`config.mk`:
```
export PLATFORM = sky130hd
export DESIGN_NAME = fp_add_pipe
export DESIGN_NICKNAME = d
export VERILOG_FILES = /design/src/rtl/fp32_pkg.sv /design/src/rtl/fp_lzc28.sv /design/src/rtl/fp_add_pipe.sv
export SDC_FILE = /design/constraint.sdc
export NUM_CORES = 1
export LEC_CHECK = 0
export ABC_AREA = 1
export BUFFER_PORTS_ARGS = -buffer_cell sky130_fd_sc_hd__buf_2
export CAP_MARGIN = 20
export CORE_ASPECT_RATIO = 0.7
export CORE_UTILIZATION = 38
export CTS_CLUSTER_DIAMETER = 60
export DETAILED_ROUTE_END_ITERATION = 10
export GPL_TIMING_DRIVEN = 0
export PLACE_DENSITY = 0.59
export SLEW_MARGIN = 20
export SYNTH_ARGS = -nofsm -noshare
export SYNTH_HDL_FRONTEND = slang
export SYNTH_SLANG_ARGS = --single-unit
```
`constraint.sdc`:
```
create_clock -name clk -period 13 [get_ports clk]
set_clock_uncertainty 0.05 [all_clocks]
set_input_delay 1.3 -clock clk [delete_from_list [all_inputs] [get_ports clk]]
set_output_delay 1.3 -clock clk [all_outputs]
set_load 0.01 [all_outputs]
```
`src/rtl/fp32_pkg.sv`:
```
// fp32_pkg: shared fp32 field constants, operand/stage payload types and helpers
package fp32_pkg;
    localparam int EXP_W = 8;
    localparam int MANT_W = 23;
    localparam int BIAS = 127;
    localparam int EXP_MAX = 255;
    localparam logic [31:0] QNAN = 32'h7FC00000;
    localparam logic [31:0] PINF = 32'h7F800000;

    typedef struct packed {
        logic        sign;
        logic [7:0]  exp;
        logic [23:0] mant;
    } unpacked_t;

    typedef struct packed {
        logic        valid;
        logic        spl;
        logic [31:0] spl_val;
        logic        sign;
        logic [7:0]  exp;
        logic [26:0] mant;
        logic [26:0] mant_small;
        logic        eff_sub;
    } align_t;

    typedef struct packed {
        logic        valid;
        logic        spl;
        logic [31:0] spl_val;
        logic        sign;
        logic [7:0]  exp;
        logic [27:0] mant;
        logic        eff_sub;
    } add_t;

    // exponent field 0 flushes to signed zero
    function automatic unpacked_t unpack(input logic [31:0] x);
        unpacked_t u;
        u.sign = x[31];
        u.exp = x[30:23];
        u.mant = (x[30:23] == 8'd0) ? 24'd0 : {1'b1, x[22:0]};
        return u;
    endfunction

    function automatic logic is_nan(input logic [31:0] x);
        return (x[30:23] == 8'hFF) && (x[22:0] != 23'd0);
    endfunction
endpackage

```
`src/rtl/fp_lzc28.sv`:
```
// fp_lzc28: combinational 28-bit leading-zero counter
module fp_lzc28 (
    input  logic [27:0] d,
    output logic [4:0]  cnt
);
    always_comb begin
        cnt = 5'd28;
        for (int i = 0; i < 28; i++)
            if (d[i]) cnt = 5'(27 - i);
    end
endmodule

```
`src/rtl/fp_add_pipe.sv`:
```
// fp_add_pipe: three-stage pipelined fp32 adder with in-order special-case bypass
module fp_add_pipe #(
    parameter int LAT = 3,
    parameter int MANT_W = 23,
    parameter int EXP_W = 8
) (
    input  logic        clk,
    input  logic        rst,
    input  logic        in_valid,
    output logic        in_ready,
    input  logic [31:0] A,
    input  logic [31:0] B,
    input  logic        spl_case,
    input  logic [31:0] spl_result,
    output logic        out_valid,
    input  logic        out_ready,
    output logic [31:0] result,
    output logic        ovf,
    output logic        invalid
);
    import fp32_pkg::*;

    logic adv;
    logic [EXP_W-1:0] ea, eb;
    logic [MANT_W-1:0] fa, fb;
    logic a_inf, b_inf, a_nan, b_nan, inf_clash, swap;
    unpacked_t ua, ub, big, sml;
    logic [7:0] d;
    logic [4:0] sh;
    logic [53:0] wide;
    align_t s1_d, s1;
    add_t s2_d, s2;
    logic [4:0] lz;
    logic [27:0] sl;
    logic [26:0] m;
    logic signed [9:0] e, ef;
    logic up;
    logic [24:0] rnd;
    logic [22:0] frac;
    logic [31:0] res_d;
    logic ovf_d, inv_d;

    assign adv = ~out_valid | out_ready;
    assign in_ready = adv;

    assign ea = A[MANT_W +: EXP_W];
    assign eb = B[MANT_W +: EXP_W];
    assign fa = A[MANT_W-1:0];
    assign fb = B[MANT_W-1:0];

    always_comb begin
        a_inf = (ea == '1) && (fa == '0);
        b_inf = (eb == '1) && (fb == '0);
        a_nan = (ea == '1) && (fa != '0);
        b_nan = (eb == '1) && (fb != '0);
        inf_clash = a_inf & b_inf & (A[31] ^ B[31]);
        ua = unpack(A);
        ub = unpack(B);
        swap = {ub.exp, ub.mant} > {ua.exp, ua.mant};
        big = swap ? ub : ua;
        sml = swap ? ua : ub;
        d = big.exp - sml.exp;
        sh = (d > 8'd27) ? 5'd27 : d[4:0];
        // everything shifted below R collapses into the sticky bit
        wide = {sml.mant, 3'b000, 27'd0} >> sh;
        s1_d.valid = in_valid;
        s1_d.spl = inf_clash | spl_case | a_nan | b_nan | a_inf | b_inf;
        s1_d.spl_val = inf_clash ? QNAN : spl_case ? spl_result :
                       (a_nan | b_nan) ? QNAN : a_inf ? A : B;
        s1_d.sign = big.sign;
        s1_d.exp = big.exp;
        s1_d.mant = {big.mant, 3'b000};
        s1_d.mant_small = {wide[53:28], wide[27] | (|wide[26:0])};
        s1_d.eff_sub = ua.sign ^ ub.sign;
    end

    always_comb begin
        s2_d.valid = s1.valid;
        s2_d.spl = s1.spl;
        s2_d.spl_val = s1.spl_val;
        s2_d.sign = s1.sign;
        s2_d.exp = s1.exp;
        s2_d.eff_sub = s1.eff_sub;
        s2_d.mant = s1.eff_sub ? {1'b0, s1.mant} - {1'b0, s1.mant_small}
                               : {1'b0, s1.mant} + {1'b0, s1.mant_small};
    end

    fp_lzc28 u_lzc (.d(s2.mant), .cnt(lz));

    always_comb begin
        sl = s2.mant << (lz - 5'd1);
        m = s2.mant[27] ? {s2.mant[27:2], s2.mant[1] | s2.mant[0]} : sl[26:0];
        e = s2.mant[27] ? $signed({2'b00, s2.exp}) + 10'sd1
                        : $signed({2'b00, s2.exp}) - $signed({5'd0, lz}) + 10'sd1;
        up = m[2] & (m[1] | m[0] | m[3]);
        rnd = {1'b0, m[26:3]} + {24'd0, up};
        ef = e + $signed({9'd0, rnd[24]});
        frac = rnd[24] ? rnd[23:1] : rnd[22:0];
        // exact zero keeps the sign only when both addends agreed on it
        res_d = s2.spl ? s2.spl_val :
                (s2.mant == 28'd0) ? {s2.sign & ~s2.eff_sub, 31'd0} :
                (ef >= EXP_MAX) ? {s2.sign, PINF[30:0]} :
                (ef <= 0) ? 32'd0 : {s2.sign, ef[7:0], frac};
        ovf_d = ~s2.spl & (s2.mant != 28'd0) & (ef >= EXP_MAX);
        inv_d = s2.spl & is_nan(s2.spl_val);
    end

    always_ff @(posedge clk or posedge rst) begin
        if (rst) begin
            s1 <= '0;
            s2 <= '0;
            out_valid <= 1'b0;
            result <= 32'd0;
            ovf <= 1'b0;
            invalid <= 1'b0;
        end else if (adv) begin
            s1 <= s1_d;
            s2 <= s2_d;
            out_valid <= s2.valid;
            result <= res_d;
            ovf <= ovf_d;
            invalid <= inv_d;
        end
    end
endmodule

```
Word-level counts from Yosys, hierarchy flattened
Index checks and enable logic that the tools add are counted.
- bitwise logic cells: 22
- reductions and logical operators: 15
- shifts and indexed selects: 2
- eq/ne operators: 3
- order comparisons: 4
- $add $sub $neg: 9
- muxes and demuxes: 45
- operators with widths (operator ; number):
    32-bit two-way mux ; 9
    5-bit two-way mux ; 17
    23-bit nonzero test ; 3
    54-bit by 5-bit right shift with 54-bit output ; 1
    24-bit two-way mux ; 2
    23-bit zero test ; 2
    33-bit two-way mux ; 1
    32-bit greater-than comparator ; 1
    4-bit two-way mux ; 8
    27-bit by 27-bit adder with 28-bit output ; 1
    28-bit zero test ; 1
    28-bit two-way mux ; 1
    28-bit nonzero test ; 1
    28-bit by 5-bit << shifter with 27-bit output ; 1
    27-bit by 27-bit subtractor with 28-bit output ; 1
    27-bit two-way mux ; 1
    27-bit OR reduction ; 1
    24-bit by 1-bit adder with 25-bit output ; 1
    8-bit equality test, second input constant ; 3
    23-bit two-way mux ; 1
    8-bit zero test ; 2
    3-bit two-way mux ; 4
    1-bit OR ; 11
    10-bit by 2-bit adder with 10-bit output ; 1
    13 further kinds ; 25
- output and inout port bits: 36
- bits in registers: 202
- input bits: 101

Depth between registers and ports, before layout
- depth after elaboration: 41
- depth in mapped cells: 67
- gate-level depth less buffers: 63

Modules after synthesis
A second synthesis with hierarchy kept.
- cells, all modules: 2535
- area total of the unflattened synthesis: 17098.9 um2
- modules (own cells, without submodules) (module ; sequential area each (um2) ; times used ; cells each ; area each (um2)):
    fp_add_pipe ; 5054.8 ; 1 ; 2451 ; 16699.8
    fp_lzc28 ; 0.0 ; 1 ; 84 ; 399.1

Worst setup path after synthesis
No wires, ideal clock.
- path kind: register to register
- start point: register s2[1] (netlist name)
- end point: register result[21]
- period minus slack after synthesis: 6.594 ns
- setup time: 0.071 ns
- stages on the path, launching flop included: 66
- path slack: 6.406 ns
- arrival: 6.472 ns
- path through: dfrtp_1 -> buf_4 -> nand2_1 -> nand2_1 -> nand2_1 -> nand2_1 -> nand2_1 -> nand2_1 -> nand2_1 -> nand2_1 -> nand2_1 -> nand2_1 -> nand2_1 -> nand2_1 -> nand2_1 -> nand2_1 -> nand2_1 -> nand2_1 -> [30 not listed] -> nand2_1 -> a21oi_1 -> inv_1 -> nor2_1 -> nand2_1 -> nor2_1 -> nand2_1 -> xnor2_1 -> o21ai_0 -> inv_1 -> nand2_1 -> nand3_1 -> inv_1 -> buf_2 -> nand2_1 -> nor2_1 -> nor2_1 -> nor2_1
- cells in the longest elaborated chain, start to end: 41
- ends and longest elaborated chain (what ; line ; text):
    start: declaration ; fp_add_pipe.sv:32 ; add_t s2_d, s2;
    start signal: assignment ; fp_add_pipe.sv:111 ; s2 <= '0;
    start signal: assignment ; fp_add_pipe.sv:118 ; s2 <= s2_d;
    3-bit two-way mux (4 in a row) ; fp_lzc28.sv:9 ; if (d[i]) cnt = 5'(27 - i);
    4-bit two-way mux (8 in a row) ; fp_lzc28.sv:9 ;
    5-bit two-way mux (16 in a row) ; fp_lzc28.sv:9 ;
    5-bit by 1-bit subtractor with 5-bit output ; fp_add_pipe.sv:91 ; sl = s2.mant << (lz - 5'd1);
    28-bit by 5-bit << shifter with 27-bit output ; fp_add_pipe.sv:91 ;
    27-bit two-way mux ; fp_add_pipe.sv:92 ; m = s2.mant[27] ? {s2.mant[27:2], s2.mant[1] | s2.mant[0]} : sl[26:0];
    1-bit OR (2 in a row) ; fp_add_pipe.sv:95 ; up = m[2] & (m[1] | m[0] | m[3]);
    1-bit bitwise AND ; fp_add_pipe.sv:95 ;
    24-bit by 1-bit adder with 25-bit output ; fp_add_pipe.sv:96 ; rnd = {1'b0, m[26:3]} + {24'd0, up};
    10-bit by 2-bit adder with 10-bit output ; fp_add_pipe.sv:97 ; ef = e + $signed({9'd0, rnd[24]});
    10-bit by 1-bit <= comparator with 1-bit output ; fp_add_pipe.sv:103 ; (ef <= 0) ? 32'd0 : {s2.sign, ef[7:0], frac};
    32-bit two-way mux ; fp_add_pipe.sv:103 ;
    32-bit two-way mux ; fp_add_pipe.sv:102 ; (ef >= EXP_MAX) ? {s2.sign, PINF[30:0]} :
    32-bit two-way mux (*) ; fp_add_pipe.sv:101 ; (s2.mant == 28'd0) ? {s2.sign & ~s2.eff_sub, 31'd0} :
    32-bit two-way mux (*) ; fp_add_pipe.sv:100 ; res_d = s2.spl ? s2.spl_val :
    end signal: assignment ; fp_add_pipe.sv:120 ; result <= res_d;
    end: declaration ; fp_add_pipe.sv:17 ; output logic [31:0] result,
Mark *: on every way between the ends. The rest lies on a longest branch, timed or not.
A chain may end at the register's enable or synchronous reset.

Worst setup path in the final report
- start point: register s2[4] (netlist name)
- end point: register result[11]
- cells in the longest elaborated chain, start to end: 38
- ends and longest elaborated chain (what ; line):
    3-bit two-way mux ; fp_lzc28.sv:9
    4-bit two-way mux (8 in a row) ; fp_lzc28.sv:9
    5-bit two-way mux (16 in a row) ; fp_lzc28.sv:9
    5-bit by 1-bit subtractor with 5-bit output ; fp_add_pipe.sv:91
    28-bit by 5-bit << shifter with 27-bit output ; fp_add_pipe.sv:91
    27-bit two-way mux ; fp_add_pipe.sv:92
    1-bit OR (2 in a row) ; fp_add_pipe.sv:95
    1-bit bitwise AND ; fp_add_pipe.sv:95
    24-bit by 1-bit adder with 25-bit output ; fp_add_pipe.sv:96
    10-bit by 2-bit adder with 10-bit output ; fp_add_pipe.sv:97
    10-bit by 1-bit <= comparator with 1-bit output ; fp_add_pipe.sv:103
    32-bit two-way mux ; fp_add_pipe.sv:103
    32-bit two-way mux ; fp_add_pipe.sv:102
    32-bit two-way mux (*) ; fp_add_pipe.sv:101
    32-bit two-way mux (*) ; fp_add_pipe.sv:100
Marks and branches as above.

==> results.yml <==
grt:
  grt_overflow_total: 0
  grt_first_pass_wirelength_um: 111000
  antenna_found_initial: 0
  grt_max_degree: 109
  grt_pass1_vias: 18370
  grt_usage_pct: 30.68
route:
  post_drt_wl_per_cell_um: 21.29
  post-route-drc-count: 0
  wirelength_um: 73530
  vias_per_cell: 5.754
  antenna_left: 0
  dr.pass1.iters: 6
  drt_first_iter_violations: 2246
  vias: 19880
clock_network:
  cts_tree: "done"
  clk_latency_ns: 0.56
  cts_buffers: 24
  htreeDepth: 1
  ctsLongestPathBuffers: 3
  clock-sinks: 202
  root_buffer: "clkbuf_16"
  clkTransAtPathRegs_ns: 0.06
  post_cts_buffers: 0
  ctsResizeCount: 0
  hold_buffers: 0
sta:
  worst_slew_pin_slew_ns: 1.115
  hold_violations: 0
  setup_tns_ns: 0
  setup_viol: 0
  period_needed_ns: 9.132
  slew_viol_final: 0
  finalCritPeriodShare_pct: 70.24
  max_slew_margin_pct: 25.39
  max_freq_mhz: 109.5
  rsz0062_at_grt: "no"
min_path:
  hp-class: "register to register"
logic_synthesis:
  synth_edf_count: 0
  yosysSeqAreaShare_pct: 28.55
  ys_warn_count: 0
  synth.avg_cell_area_um2: 6.627
  synth_nets: 2869
  yosysUniqueCellTypes: 65
  async_flop_share_pct: 100.0
  synth_cells: 2672
  ys.flop_type: "dfrtp_1"
  synth_area_um2: 17710
  ys_seq_elements: 202
finish:
  final_nets: 3031
  area_growth_pct: 13.09
  layout_common_cells: "nand2_1 (680), nand3_1 (404), inv_1 (271)"
  drive_gt1_share_pct: 10.28
  post-route-util_pct: 43.97
  fill_cells: 4891
  final_common_cell: "nand2_1"
  final_cell_count_no_fill: 3454
  final_cell_area_um2: 20030
  diodes: 0
critical_path:
  crit_path_start_kind: "register"
  endpoint_kind: "register"
  crit_arrival_ns: 9.56
  cpMaxStageDelayCell: "buf_1"
  cpMostUsedCell: "nand2_1"
  worst_ep_required_time_ns: 13.43
  worstSetupPathType: "register to register"
  path_max_fanout: 11
  slowest_delay_ns: 0.53
power_and_ir_drop:
  power_leakage_uw: 0.009774
  irDropWorstVdd_mv: 0.1332
  power.density_nw_per_um2: 294.9
flow_run:
  max_cap_viol_count: 0
floorplan:
  initial_core_util_pct: 38.88
  core_um2: 45540
  dieArea_um2: 47480
  num_rows: 65
  ios: 137
  die_x_um: 260.0
  die_h_um: 182.6
placement:
  gp_congestion: 1.022
  dp.cells: 3411
  postPlaceCellArea_um2: 19170
  dp_hpwl_um: 60020
  portBuffers: 135
run_status:
  outcome: "completed"
[flip-flops by register name (all words and copies together), names as in the netlist]
signal     cells
invalid        1
out_valid      1
ovf            1
result        32
s1            95
s2            72
[metrics by stage]
stage | hold WS, ns | setup WS, ns | total power (uW)
finish | 0.4332 | 3.868 | 5906
global route | 0.4518 | 3.330 | 6358
CTS | 0.4377 | 4.061 | 5788
detailed placement | 0.4219 | 4.096 | 5051
global placement | 0.4161 | 3.634 | 5048
floorplan | 0.3900 | 6.139 | 3736
[cells in the mapped netlist (16+ instances only)]
| library cell | n | share of area [%] |
|---|---|---|
| inv_1 | 272 | 5.8 |
| a31oi_1 | 31 | 1.1 |
| o21ai_0 | 161 | 4.6 |
| xor2_1 | 39 | 1.9 |
| clkbuf_1 | 92 | 2.0 |
| a32oi_1 | 24 | 1.2 |
| nor2_1 | 189 | 4.0 |
| ha_1 | 94 | 6.6 |
| dfrtp_1 | 202 | 29 |
| nand2_1 | 680 | 14 |
| nand4_1 | 56 | 2.0 |
| a21oi_1 | 119 | 3.4 |
| o22ai_1 | 52 | 1.8 |
| nor4_1 | 20 | 0.71 |
| buf_2 | 22 | 0.62 |
| o221ai_1 | 16 | 0.79 |
| nand3_1 | 404 | 11 |
| nand3_2 | 17 | 0.96 |
[metal layers]
metal	up-vias	GRT usage, %	part of all wire [%]
met1	9480	46.65	48
met3	110	8.819	11
met4	0	6.282	2.3
met2	902	42.10	39
met5	-	0	0
li1	9383	-	-
[cell type report]
type / count / area (um2) / area share, %
plain buffers: 142 / 676.9 / 3.380
clock inverters: 14 / 183.9 / 0.9184
inverters: 289 / 1092 / 5.454
multi-input cells: 2039 / 10890 / 54.39
flip-flops and latches: 202 / 5055 / 25.24
repair buffers: 136 / 703.2 / 3.511
well taps: 603 / 754.5 / 3.767
clock buffers: 29 / 669.4 / 3.342
[logic make-up after synthesis]
| family | share of synthesized area, % |
|---|---|
| simple gates | 35.96 |
| compound gates | 15.68 |
| buf+inv | 9.948 |
| flops | 28.55 |
| fa+ha+maj | 6.868 |
| xor+xnor | 2.883 |
| mux | 0.1131 |
[final timing paths]
| check | start | to | slack [ns] | depth (start not counted) |
|---|---|---|---|---|
| hold reg to reg | ovf | ovf | 0.43 | 2 |
| hold / removal | ovf | ovf | 0.43 | 2 |
| max in group asynchronous | rst | result[20] | 11.05 | 3 |
| setup / recovery | s2[4] | result[11] | 3.87 | 60 |
| min in group asynchronous | rst | s2[10] | 0.79 | 2 |
| setup reg to reg | s2[4] | result[11] | 3.87 | 60 |
[power by group]
| group | switching, uW | internal (uW) |
|---|---|---|
| clock | 304 | 415 |
| sequential | 251 | 843 |
| combinational | 2880 | 1210 |
| total | 3430 | 2470 |
[worst max-delay path, delay by kind of cell, from the launching register on]
family / cells / cell delay (ns)
compound gates: 4 / 0.85
xor+xnor: 1 / 0.14
fa+ha+maj: 4 / 1.08
buf+inv: 10 / 2.09
flops: 1 / 0.50
simple gates: 41 / 4.29
Power figures use the tool's default switching activity.
